<file path="config.mk">
export PLATFORM = sky130hd
export DESIGN_NAME = sha256_msg_feeder
export DESIGN_NICKNAME = d
export VERILOG_FILES = /design/src/rtl/sha256_pkg.sv /design/src/rtl/sha256_blk_buf.sv /design/src/rtl/sha256_msg_feeder.sv
export SDC_FILE = /design/constraint.sdc
export NUM_CORES = 1
export LEC_CHECK = 0
export ABC_AREA = 1
export BUFFER_PORTS_ARGS = -buffer_cell sky130_fd_sc_hd__buf_2
export CAP_MARGIN = 30
export CORE_MARGIN = 2
export CORE_UTILIZATION = 25
export DETAILED_ROUTE_END_ITERATION = 8
export GPL_TIMING_DRIVEN = 0
export HOLD_SLACK_MARGIN = 0.15
export RECOVER_POWER = 50
export SYNTH_ARGS = -nofsm -noshare
export SYNTH_HDL_FRONTEND = slang
export SYNTH_SLANG_ARGS = --single-unit
</file>
<file path="constraint.sdc">
create_clock -name clk -period 2.6 [get_ports clk]
set_clock_uncertainty 0.05 [all_clocks]
set_input_delay 0.26 -clock clk [delete_from_list [all_inputs] [get_ports clk]]
set_output_delay 0.26 -clock clk [all_outputs]
set_load 0.05 [all_outputs]
</file>
<file path="src/rtl/sha256_pkg.sv">
// Shared types and constants for the SHA-256 message feeder.
package sha256_pkg;

  typedef enum logic [2:0] {
    S_LOAD = 3'd0,
    S_PAD  = 3'd1,
    S_ZERO = 3'd2,
    S_LEN  = 3'd3,
    S_FULL = 3'd4
  } state_t;

  localparam logic [7:0] PAD_BYTE      = 8'h80;
  localparam logic [5:0] LEN_POS       = 6'd56;
  localparam logic [5:0] ZERO_END      = 6'd55;
  localparam logic [5:0] LAST_PTR      = 6'd63;
  localparam int         BLK_BYTES     = 64;
  localparam int         WORDS_PER_BLK = 16;

  // Byte idx (0 = most significant) of the 64-bit big-endian length field.
  function automatic logic [7:0] len_byte(input logic [63:0] len, input logic [2:0] idx);
    logic [7:0] b;
    case (idx)
      3'd0:    b = len[63:56];
      3'd1:    b = len[55:48];
      3'd2:    b = len[47:40];
      3'd3:    b = len[39:32];
      3'd4:    b = len[31:24];
      3'd5:    b = len[23:16];
      3'd6:    b = len[15:8];
      3'd7:    b = len[7:0];
      default: b = 8'h00;
    endcase
    return b;
  endfunction

endpackage

</file>
<file path="src/rtl/sha256_blk_buf.sv">
// 16x32 block buffer: big-endian byte write port, bulk clear, async word read.
module sha256_blk_buf
  import sha256_pkg::*;
(
  input  logic        clk,
  input  logic        reset_n,
  input  logic        i_we,
  input  logic [5:0]  i_ptr,
  input  logic [7:0]  i_data,
  input  logic        i_clear,
  input  logic [3:0]  i_rd_idx,
  output logic [31:0] o_rd_word
);

  logic [31:0] r_mem [WORDS_PER_BLK];
  logic [4:0]  w_lsb;

  // Byte 0 of a word lands in bits 31:24, byte 3 in bits 7:0.
  assign w_lsb     = {~i_ptr[1:0], 3'b000};
  assign o_rd_word = r_mem[i_rd_idx];

  // Storage: clear has priority over a byte write.
  always_ff @(posedge clk or negedge reset_n) begin
    if (!reset_n) begin
      for (int i = 0; i < WORDS_PER_BLK; i++) r_mem[i] <= 32'h0;
    end else if (i_clear) begin
      for (int i = 0; i < WORDS_PER_BLK; i++) r_mem[i] <= 32'h0;
    end else if (i_we) begin
      r_mem[i_ptr[5:2]][w_lsb +: 8] <= i_data;
    end
  end

endmodule

</file>
<file path="src/rtl/sha256_msg_feeder.sv">
// SHA-256 message feeder: byte stream in, padded 512-bit blocks out as M_next words.
module sha256_msg_feeder
  import sha256_pkg::*;
#(
  parameter int LEN_W = 64
) (
  input  logic        clk,
  input  logic        reset_n,
  input  logic [7:0]  in_data,
  input  logic        in_valid,
  input  logic        in_last,
  output logic        in_ready,
  output logic        blk_valid,
  output logic        blk_last,
  input  logic        blk_done,
  input  logic [5:0]  round_idx,
  output logic [31:0] M_next
);

  state_t           r_state;
  state_t           w_state_nxt;
  logic [5:0]       r_byte_ptr;
  logic [LEN_W-1:0] r_bit_len;
  logic             r_len_pend;   // length did not fit: next block is zero fill + length
  logic             r_pad_pend;   // message ended on byte 63: next block starts with 0x80
  logic             r_blk_last;
  logic             w_we;
  logic [7:0]       w_wdata;
  logic             w_clear;
  logic [5:0]       w_zero_end;
  logic [63:0]      w_len64;
  logic [31:0]      w_rd_word;

  assign w_len64    = 64'(r_bit_len);
  assign w_zero_end = r_len_pend ? LAST_PTR : ZERO_END;
  assign in_ready   = (r_state == S_LOAD);
  assign blk_valid  = (r_state == S_FULL);
  assign blk_last   = r_blk_last;
  assign M_next     = (blk_valid && (round_idx < 6'd16)) ? w_rd_word : 32'h0;

  // State register.
  always_ff @(posedge clk or negedge reset_n) begin
    if (!reset_n) r_state <= S_LOAD;
    else          r_state <= w_state_nxt;
  end

  // Next-state decode.
  always_comb begin
    w_state_nxt = r_state;
    case (r_state)
      S_LOAD: begin
        if (in_valid) begin
          if (r_byte_ptr == LAST_PTR) w_state_nxt = S_FULL;
          else if (in_last)           w_state_nxt = S_PAD;
          else                        w_state_nxt = S_LOAD;
        end else begin
          w_state_nxt = S_LOAD;
        end
      end
      S_PAD: begin
        if (r_byte_ptr == LAST_PTR)      w_state_nxt = S_FULL;
        else if (r_byte_ptr == ZERO_END) w_state_nxt = S_LEN;
        else                             w_state_nxt = S_ZERO;
      end
      S_ZERO: begin
        if (r_byte_ptr == w_zero_end) w_state_nxt = r_len_pend ? S_FULL : S_LEN;
        else                          w_state_nxt = S_ZERO;
      end
      S_LEN: begin
        if (r_byte_ptr == LAST_PTR) w_state_nxt = S_FULL;
        else                        w_state_nxt = S_LEN;
      end
      S_FULL: begin
        if (blk_done) begin
          if (r_pad_pend)      w_state_nxt = S_PAD;
          else if (r_len_pend) w_state_nxt = S_ZERO;
          else                 w_state_nxt = S_LOAD;
        end else begin
          w_state_nxt = S_FULL;
        end
      end
      default: w_state_nxt = S_LOAD;
    endcase
  end

  // Buffer write controls per state.
  always_comb begin
    w_we    = 1'b0;
    w_wdata = 8'h00;
    w_clear = 1'b0;
    case (r_state)
      S_LOAD: begin
        w_we    = in_valid;
        w_wdata = in_data;
      end
      S_PAD: begin
        w_we    = 1'b1;
        w_wdata = PAD_BYTE;
      end
      S_ZERO: begin
        w_we    = 1'b1;
        w_wdata = 8'h00;
      end
      S_LEN: begin
        w_we    = 1'b1;
        w_wdata = len_byte(w_len64, r_byte_ptr[2:0]);
      end
      S_FULL: begin
        w_clear = blk_done;
      end
      default: begin
        w_we    = 1'b0;
        w_wdata = 8'h00;
        w_clear = 1'b0;
      end
    endcase
  end

  // Byte pointer, running bit length and block flags.
  always_ff @(posedge clk or negedge reset_n) begin
    if (!reset_n) begin
      r_byte_ptr <= 6'd0;
      r_bit_len  <= '0;
      r_len_pend <= 1'b0;
      r_pad_pend <= 1'b0;
      r_blk_last <= 1'b0;
    end else begin
      case (r_state)
        S_LOAD: begin
          if (in_valid) begin
            r_byte_ptr <= r_byte_ptr + 6'd1;
            r_bit_len  <= r_bit_len + LEN_W'(8);
            if (r_byte_ptr == LAST_PTR) r_pad_pend <= in_last;
          end
        end
        S_PAD: begin
          r_byte_ptr <= r_byte_ptr + 6'd1;
          if (r_byte_ptr >= LEN_POS) r_len_pend <= 1'b1;
        end
        S_ZERO: begin
          r_byte_ptr <= r_byte_ptr + 6'd1;
        end
        S_LEN: begin
          r_byte_ptr <= r_byte_ptr + 6'd1;
          if (r_byte_ptr == LAST_PTR) r_blk_last <= 1'b1;
        end
        S_FULL: begin
          if (blk_done) begin
            r_byte_ptr <= 6'd0;
            r_len_pend <= 1'b0;
            r_pad_pend <= 1'b0;
            r_blk_last <= 1'b0;
            if (r_blk_last) r_bit_len <= '0;
          end
        end
        default: r_byte_ptr <= 6'd0;
      endcase
    end
  end

  sha256_blk_buf u_buf (
    .clk       (clk),
    .reset_n   (reset_n),
    .i_we      (w_we),
    .i_ptr     (r_byte_ptr),
    .i_data    (w_wdata),
    .i_clear   (w_clear),
    .i_rd_idx  (round_idx[3:0]),
    .o_rd_word (w_rd_word)
  );

endmodule

</file>
==> metrics.txt, run 1 <==
vias in the first global route approximately 28k; routability congestion estimate roughly 0.97; largest net degree at the start of global routing roughly 120; Netlist Area Pre-Place approximately 0.031 mm2; # nets final 4166; achievable frequency 372.1 MHz; non-filler instance count after layout 5841; Critical-path top delay cell dfrtp_2; hold slack between 0.1 and 0.15 ns; Initial Utilization around 25%; Slew @ Worst Pin around 1.6 ns; CTS Root Cell clkbuf_16; family with the most delay on the worst path buffers and inverters; dominant synthesized flop cell dfrtp_1; asr flop ratio synth 100.0%; antenna-violating nets left 0; first-pass GRT wire length roughly 180000 um; core box area 0.1252 mm2; DIE AREA 0.1286 mm2; worst hold path class input pin to async pin; Placed Cells around 5.7k; Max stage delay on crit path 0.42 ns; status finished, violations left; vias after detailed routing ~29k; Synthesis Warnings 0; Filler cells approximately 13k; vias per inst slightly below 5; drt pass-1 iters 6; Setup crit end kind primary output; VDD IR max between 0.5 and 0.6 mV; setup slack after layout -0.08757 ns; TritonCTS clock tree done; Initial DRC Count between 3k and 4k; initial antenna violation count 1; Die Width approximately 360 um; Worst-Skew Late Latency between 0.6 and 0.7 ns; DRC 0; Multi-input gate area between 0.01 and 0.015 mm2; HPWL Detailed just under 90000 um; FF+latch count, synth 585; final slew viol count between 100 and 150; final period utilization 103.4%; layout cells sized above 1 14.56%; critical path launch point type register; area delta synth->final 21.10%; total congestion overflow 0; RSZ-0062 raised after global routing yes; clock sink count approximately 590; DR WL/cell between 20 and 25 um; failing checks max-capacitance violations, max-slew violations, negative setup slack; final count of negative-setup-slack endpoints 81; die height about 360 um; Clock Path Buffers 3; critical path data arrival time between 2 and 2.5 ns; Critical Path RT 2.29 ns; drt total wl roughly 120000 um; clock transition time at the flip-flop clock pins of the worst setup and hold paths ~0.06 ns; max-capacitance violation count 1; post-synth net total between 3k and 4k; CP max FO 8; Syn Inst Count a little under 4k; pwr/cell area between 800 and 900 mW/mm2; IO Count 54; CTS H-tree depth 3; row count 130; Leak ~0.016 uW; Final Hold Vio Count 0; Num CTS Buffers between 60 and 70; syn avg cell area between 7 and 8 um2; sequential area share after synthesis 46.56%; GRT Overall Usage between 10% and 20%; IO Port Bufs 51; Slew Limit Headroom -7.637%; Netlist cell types 49; WS Path Type register to primary output; register area 0.01464 mm2; Tot Pwr around 31000 uW; Post-synth EDFFs 0; Buf+Inv Stages, Crit Path 5; CP cell instances inv_4, nand2_4, nor2_8, inv_6, nor3_4, buf_12, clkbuf_16, nand2_8, a21oi_4, buf_6; minimum clock period ~2.7 ns
power by group:
part	internal, uW	switching, uW	total [uW]
clock network	5570	4150	9720
registers	10500	819	11400
logic	3080	7320	10400
metrics by stage:
| step | utilization [%] | setup WS, ns | setup TNS, ns | instance area (um2) |
|---|---|---|---|---|
| 2_1_floorplan | - | 0.04805 | 0 | 31550 |
| 3_3_place_gp | 27.05 | -11.84 | -7133.01 | 33870 |
| 6_report | 30.40 | -0.08757 | -2.055 | 38070 |
| 4_1_cts | 30.10 | -0.1904 | -5.015 | 37700 |
| 5_1_grt | 30.40 | -0.1528 | -21.55 | 38070 |
| 3_5_place_dp | 27.20 | -0.7783 | -279.59 | 34070 |
Yosys cell counts (5+ instances only):
| cell | instances | share of area [%] |
|---|---|---|
| a21oi_1 | 289 | 4.6 |
| buf_1 | 22 | 0.26 |
| buf_2 | 89 | 1.4 |
| buf_4 | 11 | 0.26 |
| buf_6 | 6 | 0.21 |
| clkbuf_1 | 76 | 0.91 |
| dfrtp_1 | 585 | 47 |
| ha_1 | 8 | 0.32 |
| inv_1 | 606 | 7.2 |
| inv_2 | 11 | 0.13 |
| nand2_1 | 525 | 6.3 |
| nand2_2 | 12 | 0.24 |
| nand2_4 | 9 | 0.32 |
| nand3_1 | 182 | 2.9 |
| nand3_2 | 9 | 0.29 |
| nand4_1 | 50 | 0.99 |
| nand4_4 | 12 | 0.81 |
| nor2_1 | 469 | 5.6 |
| nor2_2 | 10 | 0.20 |
| nor3_1 | 14 | 0.22 |
| o211ai_1 | 24 | 0.57 |
| o21ai_0 | 289 | 4.6 |
| o21ai_1 | 5 | 0.080 |
| o21ai_2 | 62 | 1.7 |
| o21bai_1 | 258 | 6.2 |
| o22ai_1 | 291 | 5.8 |
| or2_2 | 5 | 0.099 |
final timing paths:
| check | startpoint | to | slack (ns) | cells after the start |
|---|---|---|---|---|
| max | r_state[1] | M_next[3] | -0.09 | 10 |
| max in group asynchronous | reset_n | u_buf.r_mem[365] | 0.34 | 3 |
| min reg2reg | r_pad_pend | r_state[0] | 0.47 | 2 |
| max reg2reg | r_byte_ptr[0] | u_buf.r_mem[139] | -0.03 | 12 |
| min | reset_n | r_bit_len[43] | 0.11 | 2 |
| min in group clk | in_data[0] | u_buf.r_mem[416] | 0.25 | 5 |
registers in the layout, summed over array words and instances, names as in the netlist:
name	cells
r_byte_ptr	6
r_pad_pend	1
r_len_pend	1
r_bit_len	61
u_buf.r_mem	512
blk_last	1
r_state	3
cells in the final DEF, fill, tap and decap left out, types with 76 or more instances in the layout:
cell         n
a21oi_1    256
buf_2       80
clkbuf_16   76
dfrtp_1    582
inv_1      604
nand2_1    492
nand3_1    182
nor2_1     457
o21ai_0    282
o21bai_1   258
o22ai_1    274
cell type report:
cell class                      count  area share [%]
Inverter                          619           6.172
Buffer                            201           3.198
Clock inverter                     25          0.5948
Clock buffer                       96           5.304
Sequential cell                   585           38.46
Antenna cell                        1        0.006572
Multi-Input combinational cell   2561           37.96
Timing Repair Buffer              103           2.882
Tap cell                         1650           5.422
cell families after synthesis:
kind of cell | share of synthesized area (%)
XOR/XNOR | 0.1393
buffers and inverters | 10.47
adder cells (fa/ha/maj) | 0.3184
AO/OA/AOI/OAI | 23.95
AND/OR/NAND/NOR | 18.56
flip-flops | 46.56
timing repair:
| item | 4_1_cts | 5_1_grt |
|---|---|---|
| cloned | 4 | 0 |
| resized for setup | 290 | 91 |
| hold buffers | 5 | 0 |
| endpoints found under the hold margin | 83 | 0 |
| buffers inserted | 17 | 13 |
| setup endpoints to repair | 544 | 466 |
| pin swaps | 19 | 13 |
layer usage:
layer,vias to the layer above,wire length (um),GRT usage (%)
li1,13500,-,-
met1,14070,51560,24.96
met2,1220,53800,28.53
met3,215,9381,3.218
met4,2,4597,7.000
met5,-,13,0
Note: power is estimated with default switching activity, not from simulation.
==> run 2: changes to the inputs <==
CTS_BUF_LIST = sky130_fd_sc_hd__clkbuf_4 sky130_fd_sc_hd__clkbuf_8   (was default)
==> run 2 against run 1 <==
  * The flow still finishes with violations (max-capacitance violations, max-slew violations, negative setup slack)
  * Clock-buffer cell count is 67 higher
  * Critical path depth stayed put
  * Core utilization barely moved
  * Flip-flop and latch count did not move
  * Combinational power about the same
  * Final area is essentially flat
  * Largest cell class unchanged
  * Power down 1.7%
  * Non-clock buffer count up 18
==> metrics.txt, run 2 (synthesis results as in run 1) <==
status finished, violations left; failing checks max-capacitance violations, max-slew violations, negative setup slack; # nets final 4217; max-capacitance violation count 1; row count between 100 and 150; final slew viol count 112; most used cell, CP buf_4; Slew Limit Headroom -11.22%; Buf+Inv Stages, Crit Path 6; total congestion overflow 0; Initial DRC Count between 3k and 4k; Worst-Skew Late Latency about 0.75 ns; IO Count 54; layout cells sized above 1 between 15 and 20%; pwr/cell area approximately 800 mW/mm2; HPWL Detailed 88320 um; VDD IR max 0.5921 mV; vias per inst 4.938; CP cell instances buf_2, buf_4, buf_4, buf_4, buf_6, a21oi_1, o21ai_0, o22ai_2, a21oi_4, buf_6; Critical Path RT approximately 2.3 ns; vias after detailed routing just under 30k; Leak 0.01608 uW; die height approximately 360 um; Num CTS Buffers between 100 and 150; commonest non-fill, non-tap cell in the layout inv_1; achievable frequency 348.9 MHz; Slew @ Worst Pin 1.668 ns; WS Path Type input pin to primary output; family with the most delay on the worst path buffers and inverters; Total Neg Setup Slack -16.14 ns; Multi-input gate area ~0.014 mm2; Post-DP Area between 0.03 and 0.04 mm2; final period utilization 110.2%; Filler cells roughly 13k; routability congestion estimate around 0.97; hold slack 0.3833 ns; core box area approximately 0.13 mm2; Core Util, Final between 30% and 40%; minimum clock period around 2.9 ns; Clock Path Buffers 3; clock transition time at the flip-flop clock pins of the worst setup and hold paths roughly 0.050 ns; largest net degree at the start of global routing roughly 120; GRT Overall Usage between 10% and 20%; TritonCTS clock tree done; critical path launch point type input pin; biggest regs u_buf.r_mem x512, r_bit_len x61, r_byte_ptr x6; area delta synth->final 21.15%; antenna-violating nets left 0; final count of negative-setup-slack endpoints roughly 130; initial antenna violation count 1; CTS Root Cell clkbuf_8; commonest non-fill, non-tap cells in the layout inv_1 (603), dfrtp_1 (581), nand2_1 (495); drt total wl roughly 120000 um; register area ~0.015 mm2; DRC 0; worst hold path class input pin to register; critical path data arrival time 2.56 ns; setup slack after layout -0.2665 ns; Top reg by flops u_buf.r_mem; Final Hold Vio Count 0; CTS H-tree depth 3; first-pass GRT wire length ~180000 um; DIE AREA between 0.1 and 0.15 mm2; Critical-path top delay cell a21oi_4; clock sink count 585; number of flip-flops in the largest register between 500 and 600; Setup crit end kind primary output; design area ~0.038 mm2; Initial Utilization about a quarter; drt pass-1 iters 8; Tot Pwr roughly 31000 uW; DR WL/cell 20.38 um; Die Width between 300 and 400 um; Max stage delay on crit path roughly 0.31 ns; RSZ-0062 raised after global routing yes; vias in the first global route 28.20k; CP max FO 10; IO Port Bufs 51
## run 2: changes by cell type in the layout (fill, tap and decap cells not counted), sizes merged
| cell | change |
|---|---|
| clkbuf | +80 |
| bufinv | -1 |
| inv | +1 |
| buf | -4 |
| clkinv | -11 |
| dlygate4sd3 | +9 |
| clkinvlp | +1 |
## run 2: worst min-delay path: stages
cell and delay, ns:
dlygate4sd3_1 0.53, buf_2 0.16, a21oi_1 0.13, a21oi_1 0.05
## run 2: metrics by stage
| step | setup slack [ns] | cells |
|---|---|---|
| detailed placement | -0.7783 | 5679 |
| CTS | -0.3423 | 5895 |
| global placement | -11.84 | 5670 |
| floorplan | 0.04805 | 3969 |
| finish | -0.2665 | 5916 |
| global route | -0.3020 | 5916 |
## run 2: area by class of cell
type	count	area share (%)
multi-input cells	2561	37.81
plain buffers	200	3.176
clock buffers	163	5.298
inverters	619	6.162
clock inverters	15	0.3252
well taps	1650	5.420
repair buffers	122	3.357
flip-flops and latches	585	38.45
diodes	1	0.006570
## run 2: repair_timing
item                                    in CTS  in global routing
pin swaps                                   11                 12
endpoints found under the setup margin     545                457
setup buffers                               23                 13
resized for setup                          252                120
endpoints found under the hold margin      479                 52
gates cloned                                 3                  3
hold buffers                                13                  3
## run 2: path summary, 6_finish.rpt
| kind | slack (ns) | startpoint | depth (start not counted) | to |
|---|---|---|---|---|
| worst max-delay path | -0.27 | round_idx[0] | 10 | M_next[18] |
| worst min-delay path | 0.38 | in_last | 4 | r_pad_pend |
| worst max register to register | -0.18 | r_state[1] | 8 | u_buf.r_mem[192] |
| worst min register to register | 0.49 | u_buf.r_mem[177] | 2 | u_buf.r_mem[177] |
| max in group asynchronous | 0.20 | reset_n | 4 | r_bit_len[5] |
| min in group asynchronous | 0.79 | reset_n | 4 | r_bit_len[30] |
## run 2: where the power goes
| part | internal, uW | switching [uW] | total [uW] |
|---|---|---|---|
| registers | 10500 | 811 | 11400 |
| clock network | 4920 | 4160 | 9080 |
| logic | 3170 | 7340 | 10500 |
## run 2: per-layer routing
layer	global-route usage, %	vias to the layer above	routed length [um]
li1	-	13610	-
met1	24.98	14060	51900
met2	28.67	1289	53840
met3	3.213	255	9802
met4	7.125	0	5020
met5	0	-	0
